[config.mk]
export PLATFORM = sky130hd
export DESIGN_NAME = io_crc16d16_next
export DESIGN_NICKNAME = d
export VERILOG_FILES = /design/src/rtl/io_crc16d16_chk_pkg.sv /design/src/rtl/io_crc16d16_next.sv
export SDC_FILE = /design/constraint.sdc
export NUM_CORES = 1
export LEC_CHECK = 0
export BUFFER_PORTS_ARGS = -buffer_cell sky130_fd_sc_hd__buf_2
export CAP_MARGIN = 10
export CELL_PAD_IN_SITES_DETAIL_PLACEMENT = 1
export CELL_PAD_IN_SITES_GLOBAL_PLACEMENT = 2
export CORE_ASPECT_RATIO = 1.25
export CORE_MARGIN = 1.5
export CORE_UTILIZATION = 23
export DETAILED_ROUTE_END_ITERATION = 10
export PLACE_DENSITY = 0.95
export RECOVER_POWER = 25
export REMOVE_ABC_BUFFERS = 1
export SKIP_LAST_GASP = 1
export SLEW_MARGIN = 15
export SYNTH_ARGS = -nofsm -noshare
export SYNTH_HDL_FRONTEND = slang
export SYNTH_SLANG_ARGS = --single-unit
[constraint.sdc]
create_clock -name vclk -period 2.1
set_input_delay 0.105 -clock vclk [all_inputs]
set_output_delay 0.105 -clock vclk [all_outputs]
set_load 0.02 [all_outputs]
[src/rtl/io_crc16d16_chk_pkg.sv]
// Shared CRC16 (x^16+x^12+x^5+1) definitions for the IO link generator and checker.
// Holds the CRC constants, the checker FSM encoding and the 16-bit-parallel next-CRC function.
package io_crc16d16_chk_pkg;

  localparam logic [15:0] CRC16_INIT = 16'hFFFF;
  localparam logic [15:0] CRC16_POLY = 16'h1021;

  typedef enum logic [1:0] {
    ST_IDLE = 2'd0,
    ST_RECV = 2'd1,
    ST_DROP = 2'd2
  } chk_state_e;

  // Folds one 16-bit word into the CRC, MSB of the word first.
  function automatic logic [15:0] crc16_d16_next(input logic [15:0] crc, input logic [15:0] din);
    logic [15:0] c;
    logic        fb;
    c = crc;
    for (int i = 15; i >= 0; i--) begin
      fb = c[15] ^ din[i];
      c  = {c[14:0], 1'b0};
      if (fb) c = c ^ CRC16_POLY;
    end
    return c;
  endfunction

endpackage

[src/rtl/io_crc16d16_next.sv]
// Combinational next-CRC wrapper; instantiated by both the link generator and the checker
// so the two sides always use one equation set.
module io_crc16d16_next
  import io_crc16d16_chk_pkg::*;
(
  input  logic [15:0] crc_i,
  input  logic [15:0] din_i,
  output logic [15:0] crc_o
);

  assign crc_o = crc16_d16_next(crc_i, din_i);

endmodule

==> summary.md <==
| Metric | Value |
|---|---|
| Synth Area in XOR/XNOR | 100% |
| Clock power share | 0% |
| Crit path DAT | 1680 ps |
| CP delay by family, top | XOR/XNOR gates |
| Post-synthesis adder-cell area fraction | 0% |
| Drt pass-1 iters | 1 |
| Pwr/cell area | 1080 mW/mm² |
| Pin count of the biggest net entering global routing | 5 |
| Vias per cell | a little under 4 |
| CP Capture Type | output port |
| Vias in the first global route | 523 |
| First DRT Iteration DRCs | 0 |
| Row count | 19 |
| Top post-synthesis cells by area | xnor2_1 (47%), xor2_1 (16%), xnor3_1 (12%) |
| DIE AREA | 0.00274 mm² |
| Worst EP required | 2000 ps |
| Gpl congestion | 0.666 |
| Placed Instances | 133 |
| Core area | 0.00226 mm² |
| Synth Cell Area | 559 µm² |
| CP bufs+invs | 2 |
| Fin crit share | around 85% |
| Dpl hpwl | 1.27 mm |
| DR DRC count | 0 |
| DIE HEIGHT | 58.1 µm |
| Antenna viol nets, final | 0 |
| Overflow after GRT | 0 |
| Setup violations, final | 0 |
| Design Area, Final | 861 µm² |
| # clk buffers | 0 |
| Average wire per standard cell | just over 10 µm |
| Distinct cells, synth | 8 |
| CP Class | input pin to output port |
| Slew HR | 73.7% |
| Max-slew violation count | 0 |
| Syn Area/Cell | 11.2 µm² |
| Dpl cell area | between 800 and 900 µm² |
| CTS resizes | 0 |
| Die Wd | between 40 and 50 µm |
| Initial antenna violation count | 0 |
| Yosys warning count | 0 |
| Post-synthesis sequential area ratio | 0% |
| Mux cell area share after synthesis | 0% |
| Area share of and/or/nand/nor cells after synthesis | 0% |
| Max-Cap Viols | 0 |
| Achievable Freq | 0.560 GHz |
| Status | finished clean |
| Register Area | 0 µm² |
| Leakage power | 0.418 nW |
| Post-CTS Setup Bufs | 0 |
| Pint | 0.000391 W |
| Startpoint types | input pin |
| Peak supply drop | 0.718 mV |
| Hold bufs inserted after CTS | 0 |
| Setup WS pre-CTS | approximately 340 ps |
| Period minus WS final | approximately 1800 ps |
| Comb pwr share | 100.0% |
| Tot Pwr | 0.000926 W |
| Filler instances | ~290 |
| Layout area overhead | 53.9% |
| CP cell instances | buf_2 > xor2_2 > xnor3_1 > xnor2_4 > xor2_1 > buf_2 |
| TNS Setup | 0 ps |
| Worst min path class | input pin to output port |
| Slowest-stage cell, CP | xnor3_1 |
| First-pass GRT wire length | 2.12 mm |
| Fraction of power consumed by sequential logic | 0% |
| N_diodes | 0 |
| Slack of the critical path | 314 ps |
| Post-synthesis cell count | 50 |
| Post-synthesis compound-gate area fraction | 0% |
| WL final | 1.34 mm |
| FF+latch count | 0 |
| Port Buffers | 48 |
| Finished Layout Cells | ~130 |
| All-layer global routing usage | 10.1% |
| Fin. Hold Viols | 0 |
| Ports | 48 |
| Crit-path max FO | 4 |
| CP max stage delay | 590 ps |
| RSZ-0062 raised after global routing | false |
| Actual slew at the worst max-slew pin | roughly 390 ps |
| Layout cell share with drive strength beyond 1 | 53.9% |
| Multi-input logic area | 558 µm² |
| Cell taking the most area after synthesis | xnor2_1 |
| Vias | ~510 |
| Largest family of logic cells by synthesized area | XOR/XNOR gates |
| Fin nets | 136 |
| Initial core utilization | 24.8% |
| Cell seen most often among critical-path stages | buf_2 |
| Sw Share | 57.7% |
| Switch Pwr | 0.000534 W |
| Yosys top cell area share | 47.0% |
[per-layer routing]
| metal | GRT usage [%] | up-vias | routed length, µm |
|---|---|---|---|
| met5 | 0 | - | 0 |
| met4 | 0 | 0 | 0 |
| met3 | 0 | 0 | 87 |
| met2 | 21.1 | 26 | 750 |
| met1 | 11.2 | 230 | 504 |
| li1 | - | 258 | - |
[power by group through the flow]
stage | Combinational, W | Sequential, W | Clock [W]
after floorplan | 0.000661 | 0 | 0
final | 0.000926 | 0 | 0
after detailed placement | 0.000947 | 0 | 0
after global routing | 0.000989 | 0 | 0
after CTS | 0.000951 | 0 | 0
after global placement | 0.000935 | 0 | 0
[final cells by class]
| type | instances | area share (%) |
|---|---|---|
| Tap cell | 31 | 4.51 |
| Timing Repair Buffer | 52 | 30.7 |
| Multi-Input combinational cell | 50 | 64.8 |
[per-stage QoR]
step | utilization, % | hold slack (ps)
6_report | 38.1 | 671
4_1_cts | 38.4 | 679
3_5_place_dp | 38.4 | 677
5_1_grt | 38.1 | 692
3_3_place_gp | 38.4 | 677
2_1_floorplan | - | 500
[synth_stat cells, drive strengths merged]
cell type	number
xnor3	4
xor3	1
xnor2	33
xor2	12
[cell families (layout without fill, tap and decap cells)]
family,Yosys count,count (layout)
buffers and inverters,0,52
XOR/XNOR,50,50
[cells in the final DEF, fill, tap and decap left out]
cell	synthesis	routed
buf_2	0	46
buf_4	0	3
clkbuf_1	0	3
xnor2_1	30	30
xnor2_2	2	2
xnor2_4	1	1
xnor3_1	3	4
xor2_1	10	10
xor2_2	2	2
xor3_2	1	1
[path summary, 6_finish.rpt]
check / start / endpoint / slack, ps / depth (start not counted)
setup / recovery: din_i[14] / crc_o[7] / 310 / 6
hold / removal: din_i[8] / crc_o[12] / 670 / 4
Power figures use the tool's default switching activity.
